File: src/rtl/pin_entry_tx.sv
// Keypad-side PIN transmitter: collects two decimal digits, converts them to binary,
// and shifts the PIN out MSB-first on a framed serial line.
module pin_entry_tx #(
  parameter int PIN_W       = 8,
  parameter int BIT_CYC     = 1,
  parameter int TIMEOUT_CYC = 1000
) (
  input  logic       clock,
  input  logic       reset,
  input  logic       key_valid,
  input  logic [3:0] key_code,
  output logic       pin,
  output logic       pin_frame,
  output logic       tx_busy,
  output logic       tx_done,
  output logic       entry_err,
  output logic       entry_tmo,
  output logic [1:0] digit_cnt,
  output logic [2:0] state_dbg
);

  localparam int PER_W = (BIT_CYC > 1) ? $clog2(BIT_CYC) : 1;
  localparam int BIT_W = $clog2(PIN_W);
  localparam int TMO_W = $clog2(TIMEOUT_CYC);

  localparam logic [PER_W-1:0] PER_LAST = PER_W'(BIT_CYC - 1);
  localparam logic [BIT_W-1:0] BIT_LAST = BIT_W'(PIN_W - 1);
  localparam logic [TMO_W-1:0] TMO_LAST = TMO_W'(TIMEOUT_CYC - 1);
  localparam logic [PIN_W-1:0] TEN      = PIN_W'(10);

  typedef enum logic [2:0] {
    IDLE = 3'd0,
    ONE  = 3'd1,
    TWO  = 3'd2,
    SEND = 3'd3,
    DONE = 3'd4
  } state_t;

  state_t             state, state_n;
  logic [PIN_W-1:0]   acc, acc_n;
  logic [BIT_W-1:0]   bit_cnt, bit_n;
  logic [PER_W-1:0]   per_cnt, per_n;
  logic [TMO_W-1:0]   tmo_cnt, tmo_n;
  logic               err_q, err_n;
  logic               tmo_q, tmo_pulse_n;

  // key_valid is a one-cycle strobe with no back-pressure: a key is consumed on the
  // edge where key_valid is high, and keys arriving in SEND or DONE are discarded.
  logic is_digit, is_clear, is_enter;
  assign is_digit = (key_code <= 4'd9);
  assign is_clear = (key_code == 4'hA);
  assign is_enter = (key_code == 4'hB);

  always_ff @(posedge clock) begin
    if (reset) begin
      state   <= IDLE;
      acc     <= '0;
      bit_cnt <= '0;
      per_cnt <= '0;
      tmo_cnt <= '0;
      err_q   <= 1'b0;
      tmo_q   <= 1'b0;
    end else begin
      state   <= state_n;
      acc     <= acc_n;
      bit_cnt <= bit_n;
      per_cnt <= per_n;
      tmo_cnt <= tmo_n;
      err_q   <= err_n;
      tmo_q   <= tmo_pulse_n;
    end
  end

  always_comb begin
    state_n     = state;
    acc_n       = acc;
    bit_n       = bit_cnt;
    per_n       = per_cnt;
    tmo_n       = tmo_cnt;
    err_n       = 1'b0;
    tmo_pulse_n = 1'b0;
    case (state)
      IDLE: begin
        tmo_n = '0;
        if (key_valid) begin
          if (is_digit) begin
            acc_n   = {{(PIN_W-4){1'b0}}, key_code};
            state_n = ONE;
          end else if (is_clear) begin
            acc_n = '0;
          end else begin
            err_n = 1'b1;
            if (is_enter) acc_n = '0;
          end
        end
      end
      ONE, TWO: begin
        if (key_valid) begin
          // Any key restarts the idle window and beats a same-cycle expiry.
          tmo_n = '0;
          if (is_digit) begin
            if (state == ONE) begin
              acc_n   = acc * TEN + {{(PIN_W-4){1'b0}}, key_code};
              state_n = TWO;
            end else begin
              err_n = 1'b1;
            end
          end else if (is_clear) begin
            acc_n   = '0;
            state_n = IDLE;
          end else if (is_enter) begin
            if (state == TWO) begin
              bit_n   = '0;
              per_n   = '0;
              state_n = SEND;
            end else begin
              err_n   = 1'b1;
              acc_n   = '0;
              state_n = IDLE;
            end
          end else begin
            err_n = 1'b1;
          end
        end else if (tmo_cnt == TMO_LAST) begin
          tmo_pulse_n = 1'b1;
          tmo_n       = '0;
          acc_n       = '0;
          state_n     = IDLE;
        end else begin
          tmo_n = tmo_cnt + 1'b1;
        end
      end
      SEND: begin
        if (per_cnt == PER_LAST) begin
          per_n = '0;
          acc_n = {acc[PIN_W-2:0], 1'b0};
          if (bit_cnt == BIT_LAST) state_n = DONE;
          else                     bit_n   = bit_cnt + 1'b1;
        end else begin
          per_n = per_cnt + 1'b1;
        end
      end
      DONE: begin
        acc_n   = '0;
        state_n = IDLE;
      end
      default: begin
        acc_n   = '0;
        state_n = IDLE;
      end
    endcase
  end

  assign pin_frame = (state == SEND);
  assign tx_busy   = pin_frame;
  assign pin       = pin_frame & acc[PIN_W-1];
  assign tx_done   = (state == DONE);
  assign entry_err = err_q;
  assign entry_tmo = tmo_q;
  assign digit_cnt = (state == ONE) ? 2'd1 : (state == TWO) ? 2'd2 : 2'd0;
  assign state_dbg = state;

endmodule

File: config.mk
export PLATFORM = sky130hd
export DESIGN_NAME = pin_entry_tx
export DESIGN_NICKNAME = d
export VERILOG_FILES = /design/src/rtl/pin_entry_tx.sv
export SDC_FILE = /design/constraint.sdc
export NUM_CORES = 1
export LEC_CHECK = 0
export BUFFER_PORTS_ARGS = -buffer_cell sky130_fd_sc_hd__clkbuf_2
export CAP_MARGIN = 0
export CORE_UTILIZATION = 53
export DETAILED_ROUTE_END_ITERATION = 10
export HOLD_SLACK_MARGIN = 0.08
export PLACE_DENSITY = 0.84
export SYNTH_ARGS = -nofsm -noshare
export SYNTH_HDL_FRONTEND = slang
export SYNTH_SLANG_ARGS = --single-unit
File: constraint.sdc
create_clock -name clock -period 4.1 [get_ports clock]
set_input_delay 0.205 -clock clock [delete_from_list [all_inputs] [get_ports clock]]
set_output_delay 0.205 -clock clock [all_outputs]
set_load 0.1 [all_outputs]
======== Yosys cells after proc, flatten, opt, wreduce, memory -nomap -nowiden ========
Cells that the tools add are included.
word-level totals
  bits in registers ....................... 27
  latch bits .............................. 0
  memory bits (writable) .................. 0
  bits in read-only memories .............. 0
  bits of input ports ..................... 7
  output and inout port bits .............. 11
  logic and storage cells ................. 103
  memories kept ........................... 0
cells by class
  add/subtract/negate cells ............... 4
  multiply operators ...................... 1
  divide/modulo/power cells ............... 0
  order comparisons ....................... 1
  equal/unequal tests ..................... 23
  shift operators ......................... 0
  mux-type cells .......................... 56
  bitwise logic cells ..................... 2
  reduce and logical (&&, ||, !) cells .... 9
operator list
  cell                   count
  $mux 8                 12
  $mux 3                 17
  $pmux 8 s3             1
  $mux 10                2
  $pmux 10 s2            1
  $ne 2x2->1 const B     9
  $mux 1                 16
  $reduce_and 7->1       2
  $add 10x1->10 const B  1
  $eq 10x10->1 const B   1
  $ne 5x5->1 const B     2
  $pmux 3 s3             1
  $add 8x4->8            1
  $eq 4x4->1 const B     2
  $mul 8x3->7 const B    1
  $ne 4x4->1 const B     2
  $reduce_and 8->1       1
  $eq 3x2->1 const B     2
  $eq 3x3->1 const B     2
  $mux 2                 3
  $pmux 3 s2             1
  $reduce_and 6->1       1
  $le 4x4->1 const B     1
  $pmux 1 s2             2
  11 further kinds       12

======== Longest topological paths before layout ========
  depth after elaboration ................. 7
  mapped depth ............................ 9
  depth with buffers taken out ............ 9

======== Worst setup path before layout ========
Ideal clock, no wire load.
  kind .................................... flip-flop to output port
  from .................................... register state[2], in the netlist state_dbg[2]
  to ...................................... output port tx_done
  arrival time ............................ 3.569 ns
  required time ........................... 3.895 ns
  path slack .............................. 0.326 ns
  stages on the path, launching flop included .. 3
  path buffers ............................ 1
  cell sequence ........................... dfxtp_1 > clkbuf_1 > nor3b_1
on the way
  longest elaborated chain between the ends .. 1
ends and longest elaborated chain
  element                   line  RTL
  start: declaration        39    state_t state, state_n;
  start signal: assignment  64    state <= state_n;
  $eq 3x3->1                157   assign tx_done = (state == DONE);
  end: declaration          15    output logic tx_done,
No other way between the ends.

======== Final worst setup path ========
  from .................................... register acc[1]
  to ...................................... register acc[7]
on the way
  longest elaborated chain between the ends .. 6
ends and longest elaborated chain
  element                   line  RTL
  start: declaration        40    logic [PIN_W-1:0] acc, acc_n;
  start signal: assignment  65    acc <= acc_n;
  $mul 8x3->7               103   acc_n = acc * TEN + {{(PIN_W-4){1'b0}}, key_code};
  $add 8x4->8               103
  $mux 8                    102   if (state == ONE) begin
  $mux 8                    101   if (is_digit) begin
  $mux 8                    98    if (key_valid) begin
  $pmux 8 s3                82    case (state)
No other way between the ends. The select of a mux whose other input is x is not followed.
A chain may end at the register's enable or synchronous reset.

==> run metrics <==
status=finished clean; count of final setup violators=0; count of cell types in the netlist=51; Routed WL per cell=14.0 um; # DRC=0; Cell Rows=21; critical path type=reg2reg; dpl hpwl=2880 um; core area=3340 um^2; Worst EP required=4300 ps; Max Freq=0.415 GHz; Hold Crit Class=in2reg; Max-slew headroom=50.4%; Avg Inst Size Synth=8.52 um^2; setup slack, reg-to-reg=1690 ps; mapped cell area=1860 um^2; Internal=547 uW; Tot GR Track Use=22.5%; Layout area overhead=6.81%; WL final=3850 um; Hold Startpoint=key_code[0]; die height=61.2 um; non-filler instance count after layout=275; Clock Skew=10.5 ps; Post-CTS Setup Repair Bufs=0; worst-skew pair later-pin latency=320 ps; hold path depth=4; worst reg2reg path depth=9; Pleak=0.000780 uW; CTS clock-pin slew for the worst setup and hold paths=140 ps; Startpoint Class=flop; Place WS=1730 ps; buffer and inverter count on the worst path=1; global-route wire length before repair=6290 um; die width=61.2 um; maximum clock path buffer count=2; largest net degree at the start of global routing=21; VDD IR max=0.428 mV; Post-CTS Resized=0; Initial DRC Count=119; initial antenna violation count=0; starting density of the core=55.6%; Sw Ratio=50.2%; CP cell instances=ha_1, ha_1, inv_1, fa_1, xnor2_1, o2111ai_1, xnor3_1, a22oi_1, a211oi_2; DR vias/cell=5.96; Worst Hold End=acc[0]; Worst Tran Pin Value=745 ps; number of global-route vias before repair=1353; Slew Limit Fails=0; P_sw=552 uW; Combinational Power Share=58.2%; CTS sink count=26; power density over the cells=555 nW/um^2; DR pass1 iterations=6; Crit path arrival time=2610 ps; Synth Net Count=240; unrepaired setup endpoints after global routing=no; sequential share of power=32.0%; clock period minus worst slack=2410 ps; top-level I/O count=18; PortBufs=17; Synth warnings=0; RR Startpoint=acc[1]; Max-Cap Viols=0; Top cell by count, worst path=ha_1; CP Max Fanout=3; CTS Buf Count=3; hold_buf cts=0; CP top delay family=adder cells; placer's final routability congestion estimate=0.842; RR Endpoint=acc[7]; H-tree depth=1; Post-synth EDFFs=0; nets@finish=253; Antenna diodes=0; max incr delay on CP=370 ps; Die Area=3740 um^2; final hold viol count=0; share of cells above drive strength 1=14.8%; Synth Flop Type=dfxtp_1; clock root cell=clkbuf_4; Placed Cells=272; post-synthesis sequential area ratio=28.0%; clock power share=9.8%; number of synthesized register bits=26; Max stage delay cell, worst path=fa_1; CP endpoint kind=flop; GR Overflow Total=0; Setup WS post-layout=1690 ps; cells after synthesis=218; setup TNS=0 ps; CTS tree=built; final period utilization=58.7%; Via Count=1639; Post-DRT Antenna Nets=0; Post-synth ARST share=0%
[worst max path at each step]
stage | to | from | cells past startpoint
floorplan | tx_done | state_dbg[2] | 2
global placement | acc[7] | acc[3] | 9
detailed placement | acc[7] | acc[1] | 9
CTS | acc[7] | acc[1] | 9
global route | digit_cnt[1] | state_dbg[0] | 4
finish | acc[7] | acc[1] | 9
[kinds of logic after synthesis]
family	Yosys count	synth area share, %
AOI/OAI and AO/OA	53	19.9
and+or+nand+nor	84	26.8
DFF	26	28.0
buffers and inverters	21	4.51
adders and majority gates	16	11.5
muxes	1	0.539
xor gates and xnor gates	17	8.76
[metrics by stage]
step                cell area [um^2]  utilization [%]  total power (uW)  hold WS (ps)
finish                          1980             59.4              1100           269
global route                    1980             59.4              1180           302
CTS                             1980             59.4              1100           261
detailed placement              1960             58.8               990           462
global placement                1960             58.8               983           443
floorplan                       1860                -               888           409
[layout by cell type (no fill, tap or decap), types with 3 or more instances in the layout]
cell type / count
a22oi_1: 3
xnor2_1: 8
dfxtp_1: 26
o21ai_0: 13
nor4_1: 4
nand2b_1: 5
nor4b_1: 4
nor3_1: 7
inv_1: 11
a211oi_2: 5
nand2_1: 14
clkbuf_2: 17
clkbuf_4: 3
nand3b_1: 6
nand4_1: 6
a21oi_1: 18
nor2_1: 14
xor2_1: 8
ha_1: 13
nand3_1: 5
[routing by layer]
metal	vias up	global-route usage [%]	share of wire [%]
li1	825	-	-
met1	756	33.5	49
met2	54	33.7	43
met3	4	4.41	6.8
met4	0	4.87	0.88
met5	-	0	0
[power groups by stage]
stage | Clock [uW] | Combinational [uW] | Sequential (uW)
2_1_floorplan | 0 | 504 | 384
3_3_place_gp | 0 | 628 | 355
3_5_place_dp | 0 | 634 | 356
4_1_cts | 113 | 638 | 350
5_1_grt | 123 | 695 | 359
6_report | 107 | 640 | 352
[flip-flops by register name, summed over array words and instances, names as in the netlist]
register and cells:
state_dbg 3, entry_err 1, entry_tmo 1, bit_cnt 3, acc 8, tmo_cnt 10
[worst reg2reg max path: cells and delay by family (launching register included)]
kind                     cells  cell delay, ps
flip-flops                   1             360
buffers and inverters        1              60
adder cells (fa/ha/maj)      3             810
XOR/XNOR                     2             610
AO/OA/AOI/OAI                3             440
[cell type report]
cell class              count  area, um^2
inverters                  12        45.0
repair buffers             17        85.1
well taps                  46        57.6
flip-flops and latches     26         520
fillers                   291        1350
multi-input cells         171        1250
clock buffers               3        22.5
[cell usage after synthesis (2+ instances only)]
master	number	area (um^2)
dfxtp_1	26	521
a21oi_1	18	90.1
nand2_1	14	52.6
nor2_1	14	52.6
ha_1	13	163
o21ai_0	13	65.1
inv_1	11	41.3
xnor2_1	8	70.1
xor2_1	8	70.1
nor3_1	7	35.0
nand3b_1	6	45.0
nand4_1	6	37.5
a211oi_2	5	62.6
clkbuf_1	5	18.8
nand2b_1	5	31.3
nand3_1	5	25.0
nor4_1	4	25.0
nor4b_1	4	35.0
a22oi_1	3	22.5
a21o_1	2	15.0
a31oi_1	2	12.5
and3_1	2	12.5
and4_2	2	20.0
buf_1	2	7.51
fa_1	2	40.0
nor3b_1	2	15.0
o31ai_1	2	15.0
or2_2	2	12.5
or3_1	2	12.5
or4_1	2	15.0
Power figures use the tool's default switching activity.
